**src/rtl/ram_loader.sv**
```systemverilog
// ram_loader: upstream feeder for the data/instruction RAM.
// After a start pulse it takes LOAD_LEN bytes from a valid/ready stream and
// writes them to consecutive RAM addresses from 0. While loading it owns the
// RAM write port. Otherwise the CPU-side port is passed straight through.
// Ports:
//   clk, rst              clock, async active-low reset
//   start                 begin a load (honoured in IDLE and DONE only)
//   in_data/in_valid      byte stream in; in_ready = loader accepting
//   cpu_addr/datain/we    CPU-side RAM port
//   ram_addr/datain/we    RAM port out
//   busy, done            load in progress / last load completed
//   checksum              sum of accepted bytes mod 2^N
module ram_loader #(
  parameter int N        = 8,
  parameter int M        = 8,
  parameter int LOAD_LEN = 26
) (
  input  logic         clk,
  input  logic         rst,
  input  logic         start,
  input  logic [N-1:0] in_data,
  input  logic         in_valid,
  output logic         in_ready,
  input  logic [M-1:0] cpu_addr,
  input  logic [N-1:0] cpu_datain,
  input  logic         cpu_we,
  output logic [M-1:0] ram_addr,
  output logic [N-1:0] ram_datain,
  output logic         ram_we,
  output logic         busy,
  output logic         done,
  output logic [N-1:0] checksum
);

  typedef enum logic [1:0] {S_IDLE, S_LOAD, S_DONE} state_t;

  // Counter is one bit wider than the address so LOAD_LEN = 2**M fits.
  localparam logic [M:0] LAST = (M+1)'(LOAD_LEN - 1);

  state_t       r_state;
  logic [M:0]   r_cnt;
  logic [N-1:0] r_checksum;
  logic         r_done;

  logic w_loading;
  logic w_xfer;

  assign w_loading = (r_state == S_LOAD);
  assign w_xfer    = in_valid & w_loading;

  assign busy     = w_loading;
  assign in_ready = w_loading;
  assign done     = r_done;
  assign checksum = r_checksum;

  // Loader owns the RAM port for the whole LOAD state, so CPU writes are
  // dropped there; the write itself happens on the accepting edge.
  always_comb begin
    ram_addr   = cpu_addr;
    ram_datain = cpu_datain;
    ram_we     = cpu_we;
    if (w_loading) begin
      ram_addr   = r_cnt[M-1:0];
      ram_datain = in_data;
      ram_we     = w_xfer;
    end
  end

  always_ff @(posedge clk or negedge rst) begin
    if (!rst) begin
      r_state    <= S_IDLE;
      r_cnt      <= '0;
      r_checksum <= '0;
      r_done     <= 1'b0;
    end else begin
      case (r_state)
        S_IDLE, S_DONE: begin
          if (start) begin
            r_state    <= S_LOAD;
            r_cnt      <= '0;
            r_checksum <= '0;
            r_done     <= 1'b0;
          end
        end
        S_LOAD: begin
          if (w_xfer) begin
            r_cnt      <= r_cnt + 1'b1;
            r_checksum <= r_checksum + in_data;
            if (r_cnt == LAST) begin
              r_state <= S_DONE;
              r_done  <= 1'b1;
            end
          end
        end
        default: r_state <= S_IDLE;
      endcase
    end
  end

endmodule

```
**config.mk**
```make
export PLATFORM = sky130hd
export DESIGN_NAME = ram_loader
export DESIGN_NICKNAME = d
export VERILOG_FILES = /design/src/rtl/ram_loader.sv
export SDC_FILE = /design/constraint.sdc
export NUM_CORES = 1
export LEC_CHECK = 0
export CAP_MARGIN = 15
export CORE_MARGIN = 2
export CORE_UTILIZATION = 44
export CTS_BUF_LIST = sky130_fd_sc_hd__clkbuf_4
export DETAILED_ROUTE_END_ITERATION = 16
export GPL_ROUTABILITY_DRIVEN = 1
export PLACE_DENSITY = 0.88
export SYNTH_ARGS = -nofsm -noshare
export SYNTH_HDL_FRONTEND = slang
export SYNTH_SLANG_ARGS = --single-unit
```
**constraint.sdc**
```tcl
create_clock -name clk -period 2.25 [get_ports clk]
set_input_delay 0.3375 -clock clk [delete_from_list [all_inputs] [get_ports clk]]
set_output_delay 0.3375 -clock clk [all_outputs]
set_load 0.03 [all_outputs]
```
### Word-level counts from Yosys, hierarchy flattened

Index checks and enable logic that the tools add are counted.

* bits in registers: 20
* bits in latches: 0
* memory bits (writable): 0
* ROM bits: 0
* bits of input ports: 29
* logic and storage cells: 36
* memories: 0

* add/sub/neg operators: 2
* multiply operators: 0
* div/mod/pow operators: 0
* magnitude comparators: 0
* equal/unequal tests: 6
* shifts and indexed selects: 0
* multiplexer cells: 17
* bitwise logic cells: 1
* reduce and logical (&&, ||, !) cells: 6

Operators by type and width (number)
* 8-bit 2-to-1 mux: 4
* 9-bit 2-to-1 mux: 2
* 9-bit case mux with 2 select lines: 1
* 8-bit case mux with 2 select lines: 1
* 9-bit by 1-bit adder with 9-bit output (second input constant): 1
* 9-bit by 5-bit equality test with 1-bit output (second input constant): 1
* 8-bit adder: 1
* 2-bit 2-to-1 mux: 3
* 3-bit AND reduction: 2
* 1-bit 2-to-1 mux: 4
* 2-bit by 1-bit != test with 1-bit output (second input constant): 2
* 2-bit case mux with 2 select lines: 1
* 4-bit AND reduction: 1
* 2-bit by 1-bit equality test with 1-bit output (second input constant): 1
* 2-bit equality test (second input constant): 1
* 2-bit logical NOT: 1
* 2-bit != test (second input constant): 1
* 1-bit case mux with 2 select lines: 1
* 2-bit nonzero test: 1
* 2-bit OR reduction: 1
* 1-bit bitwise AND: 1

### Logic depth before layout (Yosys ltp)

* word-level depth: 4
* depth in mapped cells: 8
* depth with buffers taken out: 8

### Least setup slack after synthesis

OpenSTA, ideal clock, no wires.

* path type: register to register
* from: register r_checksum[0], in the netlist checksum[0]
* to: register r_checksum[6], in the netlist checksum[6]
* arrival: 1.939 ns
* path slack: 0.176 ns
* cell stages (with the launch flop): 9
* buffers on the path: 0
* clock period less this slack: 2.074 ns
* path through: dfrtp_1 -> ha_1 -> fa_1 -> a21oi_1 -> o21ai_0 -> a21o_1 -> a21oi_1 -> xor2_1 -> o21ai_0

* cells in the longest elaborated chain, start to end: 3

Ends and longest elaborated chain
* from (decl): RTL line 42 `logic [N-1:0] r_checksum;`
* from (signal assigned): RTL line 88 `r_checksum <= r_checksum + in_data;`
* 8-bit adder: RTL line 88
* 8-bit 2-to-1 mux: RTL line 86 `if (w_xfer) begin`
* 8-bit case mux with 2 select lines: RTL line 76 `case (r_state)`

Every way passes these cells. The select of a mux whose other input is x is not followed.
A chain may end at the register's enable or synchronous reset.

### Final worst setup path

* from: input in_data[0]
* to: register r_checksum[6], in the netlist checksum[6]

* cells in the longest elaborated chain, start to end: 3

Ends and longest elaborated chain
* from (decl): RTL line 21 `input logic [N-1:0] in_data,`
* 8-bit adder: RTL line 88
* 8-bit 2-to-1 mux: RTL line 86
* 8-bit case mux with 2 select lines: RTL line 76

Every way passes these cells. The select of a mux whose other input is x is not followed.

==> results.yml <==
status:
  status: "finished clean"
setup_path:
  crit_cells: 9
  crit_path_start_kind: "primary input"
  cpPeakStageDelay_ns: 0.42
  reg2regPathDepth: 8
  crit_end: "checksum[6]$_DFFE_PN0P_"
  cp_max_fo: 2
  worst_setup_path_end_kind: "flip-flop"
  cp.buffers_inverters: 1
  critical-path-slowest-cell: "clkdlybuf4s50_1"
  setup.worst_path.class: "in -> reg"
  crit_path_cell_trace: "clkdlybuf4s50_1 -> ha_1 -> fa_1 -> a21oi_1 -> o21ai_0 -> a21o_1 -> a21oi_1 -> xor2_1 -> o21ai_0"
  worst_path_arrival_ns: 2.27
  worst_ep_required_time_ns: 2.45
  critical_path_s_top_delay_family: "compound AO/OA/AOI/OAI gates"
  critPathLaunch: "in_data[0]"
  setup.reg_to_reg.worst_slack_ns: 0.24
  reg2reg_from: "checksum[0]$_DFFE_PN0P_"
  regToRegEndpoint: "checksum[6]$_DFFE_PN0P_"
placed_design:
  dpl.hpwl_um: 2477
  port_buffers: 56
  placed_area_um2: 1974
  placed_cells: 274
  place.gp.congestion: 0.8681
hold_path:
  worstHoldPathType: "in -> async"
sta:
  clock_skew_ns: 0.003278
  final-hold-violation-count: 0
  finalSetupViolations: 0
  rsz0062_at_grt: "no"
  worst_hold_slack_ns: 0.3578
  max_clock_freq_ghz: 0.4829
  slew-limit-headroom: 0.6481
  tightest_slew_ns: 0.5273
  timing.final.max_slew_violations: 0
  period_share: 0.9205
  final_critical_path_time_including_i_o_delays_and_setup_ns: 2.071
floorplan:
  core_area_um2: 3028
  rows: 20
  floorplan.initialDensity: 0.4570
  dieWidth_um: 60.08
  die-area_um2: 3610
  die_h_um: 60.08
  ioPinCount: 57
clocking:
  max-clock-path-buffers: 2
  clk_pin_slew_worst_paths_ns: 0.12
  clk_latency_ns: 0.30
  cts_resized: 0
  cts_htree_levels: 1
  cts_inserted_buffers: 3
  ctsRootBufferMaster: "clkbuf_4"
  post-cts-setup-buffer-count: 0
  cts_hold_buf: 0
  tritoncts_clock_tree: "yes"
  tritoncts_num_sinks: 20
final_layout:
  final_area_um2: 2027
  layout-drive-gt1-share: 0.1581
  insertedDiodeCount: 0
  stdcell_count: 278
  layout_commonest_cell: "nand2_1"
  num-nets-final: 274
  syn_to_final_growth_pct: 46.47
  layout.cells.most_common_list: "nand2_1, clkdlybuf4s50_1, buf_4"
yosys:
  yosys_warnings: 0
  async_flop_share: 1.000
  post_synth_instance_area_um2: 1384
  post-synth-top-area-cell: "dfrtp_1"
  synth_enable_flop_cells: 0
  synth_largest_type_area_fraction: 0.3617
  synthDistinctLibCells: 35
  synth_top_cells_by_area: "dfrtp_1, nand2_1, ha_1"
  ys_ff_latch: 20
  syn-num-nets: 212
  synthFlopType: "dfrtp_1"
  post_synth_inst_count: 173
  avgSynthCellArea_um2: 7.999
  seq_area_frac_synth: 0.3617
power:
  p_per_cell_area_nw_per_um2: 999.5
  vdd_drop_max_mv: 0.6128
  static-leakage-power_uw: 0.0009764
  total_power_uw: 2026
route:
  ant_nets: 0
  drc: 0
  wirelength_um: 3276
  drt_pass1_iterations: 4
  drt_first_iter_violations: 29
  detail_route.wl_per_cell_um: 11.78
  via_count: 1378
  viasPerCell: 4.957
global_route:
  grt_first_pass_wirelength_um: 5485
  antenna_violations_before_repair: 0
  gr-total-overflow: 0
  grt_max_degree: 23
  aggregate_global_route_resource_usage: 0.1993
  via_count_of_the_first_global_routing_pass: 1280
job:
  max_capacitance_violation_count: 0
-- Yosys cell counts, types with 2 or more instances --
cell / instances
nand3_1: 9
nor2_1: 8
o21ai_0: 14
a21oi_1: 7
xor2_1: 6
dfrtp_1: 20
or3_1: 3
nand2b_1: 2
ha_1: 9
o21ai_1: 2
nand2_1: 54
clkbuf_1: 4
and2_1: 2
inv_1: 6
a21o_1: 3
nand4_1: 2
xnor2_1: 4
-- routing by layer --
layer	vias up	GRT usage	part of all wire
met2	48	0.3447	0.46
li1	703	-	-
met1	625	0.2589	0.47
met5	-	0	0
met4	0	0.04762	0.0052
met3	2	0.03247	0.070
-- registers in the layout, summed over array words and instances, names as in the netlist --
signal,count
checksum,8
done,1
r_cnt,9
r_state,2
-- metrics by stage --
stage	utilization	setup slack (ns)	setup TNS (ns)
after floorplan	-	0.1757	0
after global placement	0.6521	-0.09781	-0.1528
after detailed placement	0.6521	-0.1220	-0.2084
after CTS	0.6694	0.2002	0
after global routing	0.6694	0.05184	0
final	0.6694	0.1790	0
-- where the power goes --
part / switching (µW) / internal, µW / total, µW
Combinational: 634 / 520 / 1150
Clock: 114 / 180 / 294
Sequential: 113 / 465 / 578
-- cell type report --
class / count / area (µm²)
Inverter: 6 / 22.52
Fill cell: 270 / 1001
Multi-Input combinational cell: 140 / 823.3
Tap cell: 44 / 55.05
Clock buffer: 3 / 22.52
Clock inverter: 1 / 30.03
Sequential cell: 20 / 500.5
Timing Repair Buffer: 64 / 573.1
-- worst register-to-register path, stage by stage (launching register included) --
cell and delay, ns:
dfrtp_1 0.42, ha_1 0.22, fa_1 0.41, a21oi_1 0.16, o21ai_0 0.12, a21o_1 0.19
a21oi_1 0.17, xor2_1 0.15, o21ai_0 0.08
-- worst min path at each step --
stage,endpoint,slack (ns),cells after the start,from
3_5_place_dp,done$_DFFE_PN0P_,0.51,2,done$_DFFE_PN0P_
5_1_grt,checksum[1]$_DFFE_PN0P_,0.39,2,rst
2_1_floorplan,checksum[0]$_DFFE_PN0P_,0.04,0,rst
4_1_cts,r_state[0]$_DFFE_PN0P_,0.36,2,rst
6_report,r_state[0]$_DFFE_PN0P_,0.36,2,rst
3_3_place_gp,done$_DFFE_PN0P_,0.49,2,done$_DFFE_PN0P_
-- cell families (layout without fill, tap and decap cells) --
family | count (synthesis) | after routing | synth area share
AOI/OAI and AO/OA | 33 | 33 | 0.1483
buffers and inverters | 13 | 74 | 0.04339
xor gates and xnor gates | 10 | 10 | 0.06329
and+or+nand+nor | 87 | 87 | 0.2875
adders and majority gates | 10 | 10 | 0.09584
DFF | 20 | 20 | 0.3617
Power figures use the tool's default switching activity.
